--- src/rtl/mem_access_unit.sv ---
// Load/store unit between the MEM stage and a word-only data memory.
// Sub-word loads are lane-selected and extended; sub-word stores use read-modify-write.
module mem_access_unit #(
  parameter int unsigned MEM_AW = 12
) (
  input  logic              clk,
  input  logic              reset,
  input  logic              req,
  input  logic              we,
  input  logic [2:0]        op,
  input  logic [31:0]       addr,
  input  logic [31:0]       wdata,
  output logic              busy,
  output logic              done,
  output logic [31:0]       rdata,
  output logic              addr_err,
  output logic [MEM_AW-1:0] mem_addr,
  output logic              mem_re,
  input  logic [31:0]       mem_rdata,
  output logic              mem_we,
  output logic [31:0]       mem_wdata
);

  localparam int unsigned CAP_AW = MEM_AW + 2;

  typedef enum logic [2:0] {
    IDLE = 3'd0,
    ERR  = 3'd1,
    RD   = 3'd2,
    MRG  = 3'd3,
    WR   = 3'd4,
    DONE = 3'd5
  } state_t;

  localparam logic [2:0] OP_W   = 3'd0;
  localparam logic [2:0] OP_HS  = 3'd1;
  localparam logic [2:0] OP_HU  = 3'd2;
  localparam logic [2:0] OP_BS  = 3'd3;
  localparam logic [2:0] OP_BU  = 3'd4;

  state_t              state, state_d;
  logic                we_q;
  logic [2:0]          op_q;
  logic [CAP_AW-1:0]   addr_q;
  logic [15:0]         wdata_q;

  logic                cap;
  logic                bad;
  logic                err_d;
  logic [31:0]         rdata_d;
  logic [31:0]         mem_wdata_d;
  logic [7:0]          byte_sel;
  logic [15:0]         half_sel;
  logic [31:0]         load_val;
  logic [31:0]         merged;

  // Address bits above the memory window are deliberately ignored (wrap).
  logic unused_addr_bits;
  assign unused_addr_bits = ^addr[31:CAP_AW];

  assign mem_addr = addr_q[CAP_AW-1:2];

  // Illegal op or misalignment, judged on the request inputs at accept time.
  always_comb begin
    bad = 1'b0;
    if (op > OP_BU)
      bad = 1'b1;
    else if (op == OP_W && addr[1:0] != 2'b00)
      bad = 1'b1;
    else if ((op == OP_HS || op == OP_HU) && addr[0])
      bad = 1'b1;
  end

  // Lane extraction/extension for loads and lane merge for sub-word stores.
  always_comb begin
    byte_sel = mem_rdata[{addr_q[1:0], 3'b000} +: 8];
    half_sel = mem_rdata[{addr_q[1], 4'b0000} +: 16];
    case (op_q)
      OP_HS:   load_val = {{16{half_sel[15]}}, half_sel};
      OP_HU:   load_val = {16'h0000, half_sel};
      OP_BS:   load_val = {{24{byte_sel[7]}}, byte_sel};
      OP_BU:   load_val = {24'h000000, byte_sel};
      default: load_val = mem_rdata;
    endcase
    merged = mem_rdata;
    if (op_q == OP_BS || op_q == OP_BU)
      merged[{addr_q[1:0], 3'b000} +: 8] = wdata_q[7:0];
    else
      merged[{addr_q[1], 4'b0000} +: 16] = wdata_q;
  end

  // Next-state and next-value logic.
  always_comb begin
    state_d     = state;
    cap         = 1'b0;
    err_d       = addr_err;
    rdata_d     = rdata;
    mem_wdata_d = mem_wdata;
    case (state)
      IDLE: begin
        if (req) begin
          cap   = 1'b1;
          err_d = 1'b0;
          if (bad) begin
            state_d = ERR;
          end else if (we && op == OP_W) begin
            state_d     = WR;
            mem_wdata_d = wdata;
          end else begin
            state_d = RD;
          end
        end
      end
      ERR: begin
        err_d   = 1'b1;
        state_d = DONE;
      end
      RD:  state_d = MRG;
      MRG: begin
        if (we_q) begin
          mem_wdata_d = merged;
          state_d     = WR;
        end else begin
          rdata_d = load_val;
          state_d = DONE;
        end
      end
      WR:      state_d = DONE;
      DONE:    state_d = IDLE;
      default: state_d = IDLE;
    endcase
  end

  // State, captured request and registered outputs decoded from the next state.
  always_ff @(posedge clk or posedge reset) begin
    if (reset) begin
      state     <= IDLE;
      we_q      <= 1'b0;
      op_q      <= 3'd0;
      addr_q    <= '0;
      wdata_q   <= 16'h0000;
      busy      <= 1'b0;
      done      <= 1'b0;
      mem_re    <= 1'b0;
      mem_we    <= 1'b0;
      addr_err  <= 1'b0;
      rdata     <= 32'h0;
      mem_wdata <= 32'h0;
    end else begin
      state <= state_d;
      if (cap) begin
        we_q    <= we;
        op_q    <= op;
        addr_q  <= addr[CAP_AW-1:0];
        wdata_q <= wdata[15:0];
      end
      busy      <= (state_d != IDLE);
      done      <= (state_d == DONE);
      mem_re    <= (state_d == RD);
      mem_we    <= (state_d == WR);
      addr_err  <= err_d;
      rdata     <= rdata_d;
      mem_wdata <= mem_wdata_d;
    end
  end

endmodule

--- config.mk ---
export PLATFORM = sky130hd
export DESIGN_NAME = mem_access_unit
export DESIGN_NICKNAME = d
export VERILOG_FILES = /design/src/rtl/mem_access_unit.sv
export SDC_FILE = /design/constraint.sdc
export NUM_CORES = 1
export LEC_CHECK = 0
export CORE_AREA = 3 3 136 105
export DETAILED_ROUTE_END_ITERATION = 10
export DIE_AREA = 0 0 139 108
export PLACE_DENSITY = 0.77
export SLEW_MARGIN = 5
export SYNTH_ARGS = -nofsm -noshare
export SYNTH_HDL_FRONTEND = slang
export SYNTH_SLANG_ARGS = --single-unit
--- constraint.sdc ---
create_clock -name clk -period 3.9 [get_ports clk]
set_input_delay 0.585 -clock clk [delete_from_list [all_inputs] [get_ports clk]]
set_output_delay 0.585 -clock clk [all_outputs]
set_load 0.1 [all_outputs]
==> impl_metrics.toml <==
[run_status]
status = "complete, no violations"

[clock_tree]
clkTransAtPathRegs_ns = 0.07
htreeDepth = 3
cts_tree = "built"
postCtsSetupRepairBufs = 0
cts-hold-fix-buffers = 0
numCtsBuffers = 9
insertion_delay_ns = 0.35
post_cts_resized = 0
clock_tree.root_cell = "clkbuf_16"
cts_sinks = 106
clockBufferDepth = 2

[yosys]
netlist_area_um2 = 5837
synth.ff_latch_count = 106
avgSynthCellArea_um2 = 9.632
synthCells = 606
yosysWarnings = 0
syn_nets = 714
ys_types = 50
synth_top_cell_area_share = 0.4544
async_flop_share = 1.000
synth_edf_count = 0
yosysTopAreaCell = "dfrtp_1"
synth_ff_type = "dfrtp_1"
ys_seq_area_frac = 0.4544
synthTopCellsByArea = "dfrtp_1, mux2_2, a21oi_1"

[timing]
rsz0062_at_grt = "no"
finalSetupTns_ns = 0
finalSetupViolCount = 0
drv_slew = 0
slew_headroom = 0.3149
fmax_mhz = 392.4
post-route-period-util = 0.6535
max_slew.worst_pin.slew_ns = 1.024
finalClockSkew_ns = 0.007835
hold_viol = 0
post-route-min-period_ns = 2.549

[cells_and_area]
drive_above_1_share = 0.1090
fin_nets = 846
antenna_cells = 0
syn_to_final_growth_pct = 33.40

[critical_path]
crit_type = "reg -> reg"
crit_path_start_kind = "flip-flop"
path_cells = "buf_4, ha_1, clkinv_1, nor4_4, a221o_1, a22oi_1, a21oi_1"
slowest_stage = "nor4_4"
cp.required_ns = 4.17
critPathBufInv = 2
slowest_delay_ns = 0.52
arrival_ns = 2.82
crit_fanout = 42
worstSetupEndpointType = "flip-flop"
path_delay_family = "buffers and inverters"

[place]
port_buffers = 165
gp_congestion = 0.8761
hpwl_um = 13640

[grt]
track_usage = 0.2475
grt_max_degree = 58
antenna_found_initial = 0
grt-ovfl-total = 0
first_global_vias = 5085
grt_pass1_wl_um = 28980

[routing]
final_antenna_net_count = 0
drc = 0
drt_iter0_markers = 422
viasPerCell = 5.886
wl_per_cell_um = 20.48
routed_wl_um = 18720
dr.pass1.iters = 5
vias = 5380

[run]
drv_cap = 0

[floorplanning]
initial_utilization = 0.4499
core_um2 = 12970
die_h_um = 108
die-area_um2 = 15010
fp-row-count = 36
pin_count = 184
die_w_um = 139

[min_path]
min_path_type = "reg -> reg"
==> through the flow <==
stage                     utilization  hold slack [ns]  cell area, um2  instances  worst slack (ns)
after floorplan                     -           0.4820            5837        606            0.5261
after global placement         0.5774           0.4890            7490        898             1.133
after detailed placement       0.5774           0.4916            7490        898             1.104
after CTS                      0.6002           0.5148            7786        914             1.358
after global routing           0.6002           0.5237            7786        914             1.130
final                          0.6002           0.5089            7786        914             1.351
==> state kept, by name, summed over array words and instances, names as in the netlist <==
name / cells
mem_wdata: 32
op_q: 3
state: 3
addr_err: 1
rdata: 32
wdata_q: 16
busy: 1
mem_re: 1
mem_we: 1
we_q: 1
addr_q: 14
done: 1
==> routing by layer <==
layer | track usage | share of wire | vias up
met3 | 0.07162 | 0.084 | 25
met5 | 0 | 0 | -
met2 | 0.3798 | 0.45 | 260
met1 | 0.3502 | 0.45 | 2621
met4 | 0.05796 | 0.018 | 0
li1 | - | - | 2474
==> layout by cell type, fill, tap and decap left out, types with 3 or more instances in the layout <==
cell             count
clkinv_2             3
inv_1                4
a221o_1             16
dfrtp_1            105
nor3_1              33
clkdlybuf4s50_1    165
a21oi_1             74
clkinv_1             3
o21ai_0             20
nand2_1             48
clkbuf_16            9
a221oi_1            24
mux2_2              37
buf_4                9
nor2_1              87
o21ai_1              3
ha_1                 5
mux2i_1             26
o221ai_1             7
a22oi_1             16
==> cell usage after synthesis (all sizes together), types with 2 or more instances <==
cell type	instances
dfrtp	106
nor2	89
a21oi	74
nand2	48
buf	41
mux2	37
nor3	33
mux2i	26
a221oi	25
o21ai	25
a221o	16
a22oi	16
clkbuf	13
o221ai	7
inv	6
ha	5
clkinv	3
nand2b	3
or2	3
a211o	2
a31oi	2
and3b	2
and4bb	2
maj3	2
nand3	2
nor4b	2
o22ai	2
o31ai	2
==> path summary, 6_finish.rpt <==
kind                       cells past startpoint  slack (ns)            end       from
max reg2reg                                    7        1.35  mem_wdata[25]  addr_q[1]
min in group asynchronous                      2        0.68      rdata[30]      reset
max                                            7        1.35  mem_wdata[25]  addr_q[1]
max in group asynchronous                      3        2.46     wdata_q[2]      reset
min reg2reg                                    1        0.51      addr_q[5]  addr_q[5]
min                                            1        0.51      addr_q[5]  addr_q[5]
==> cells by family after synthesis <==
group | synth area share
simple gates | 0.1507
buf+inv | 0.05959
fa+ha+maj | 0.01415
xor+xnor | 0.004288
mux | 0.1160
compound gates | 0.2009
flops | 0.4544
==> cell type report <==
type / instances / area [um2]
Inverter: 9 / 36.28
Clock inverter: 5 / 53.80
Tap cell: 171 / 214.0
Timing Repair Buffer: 175 / 1739
Sequential cell: 106 / 2654
Fill cell: 1087 / 5186
Multi-Input combinational cell: 437 / 2846
Clock buffer: 11 / 242.7
Power is left out: the tool's default activity adds up to more than one toggle a clock period on the data nets, which glitch-free logic cannot reach.
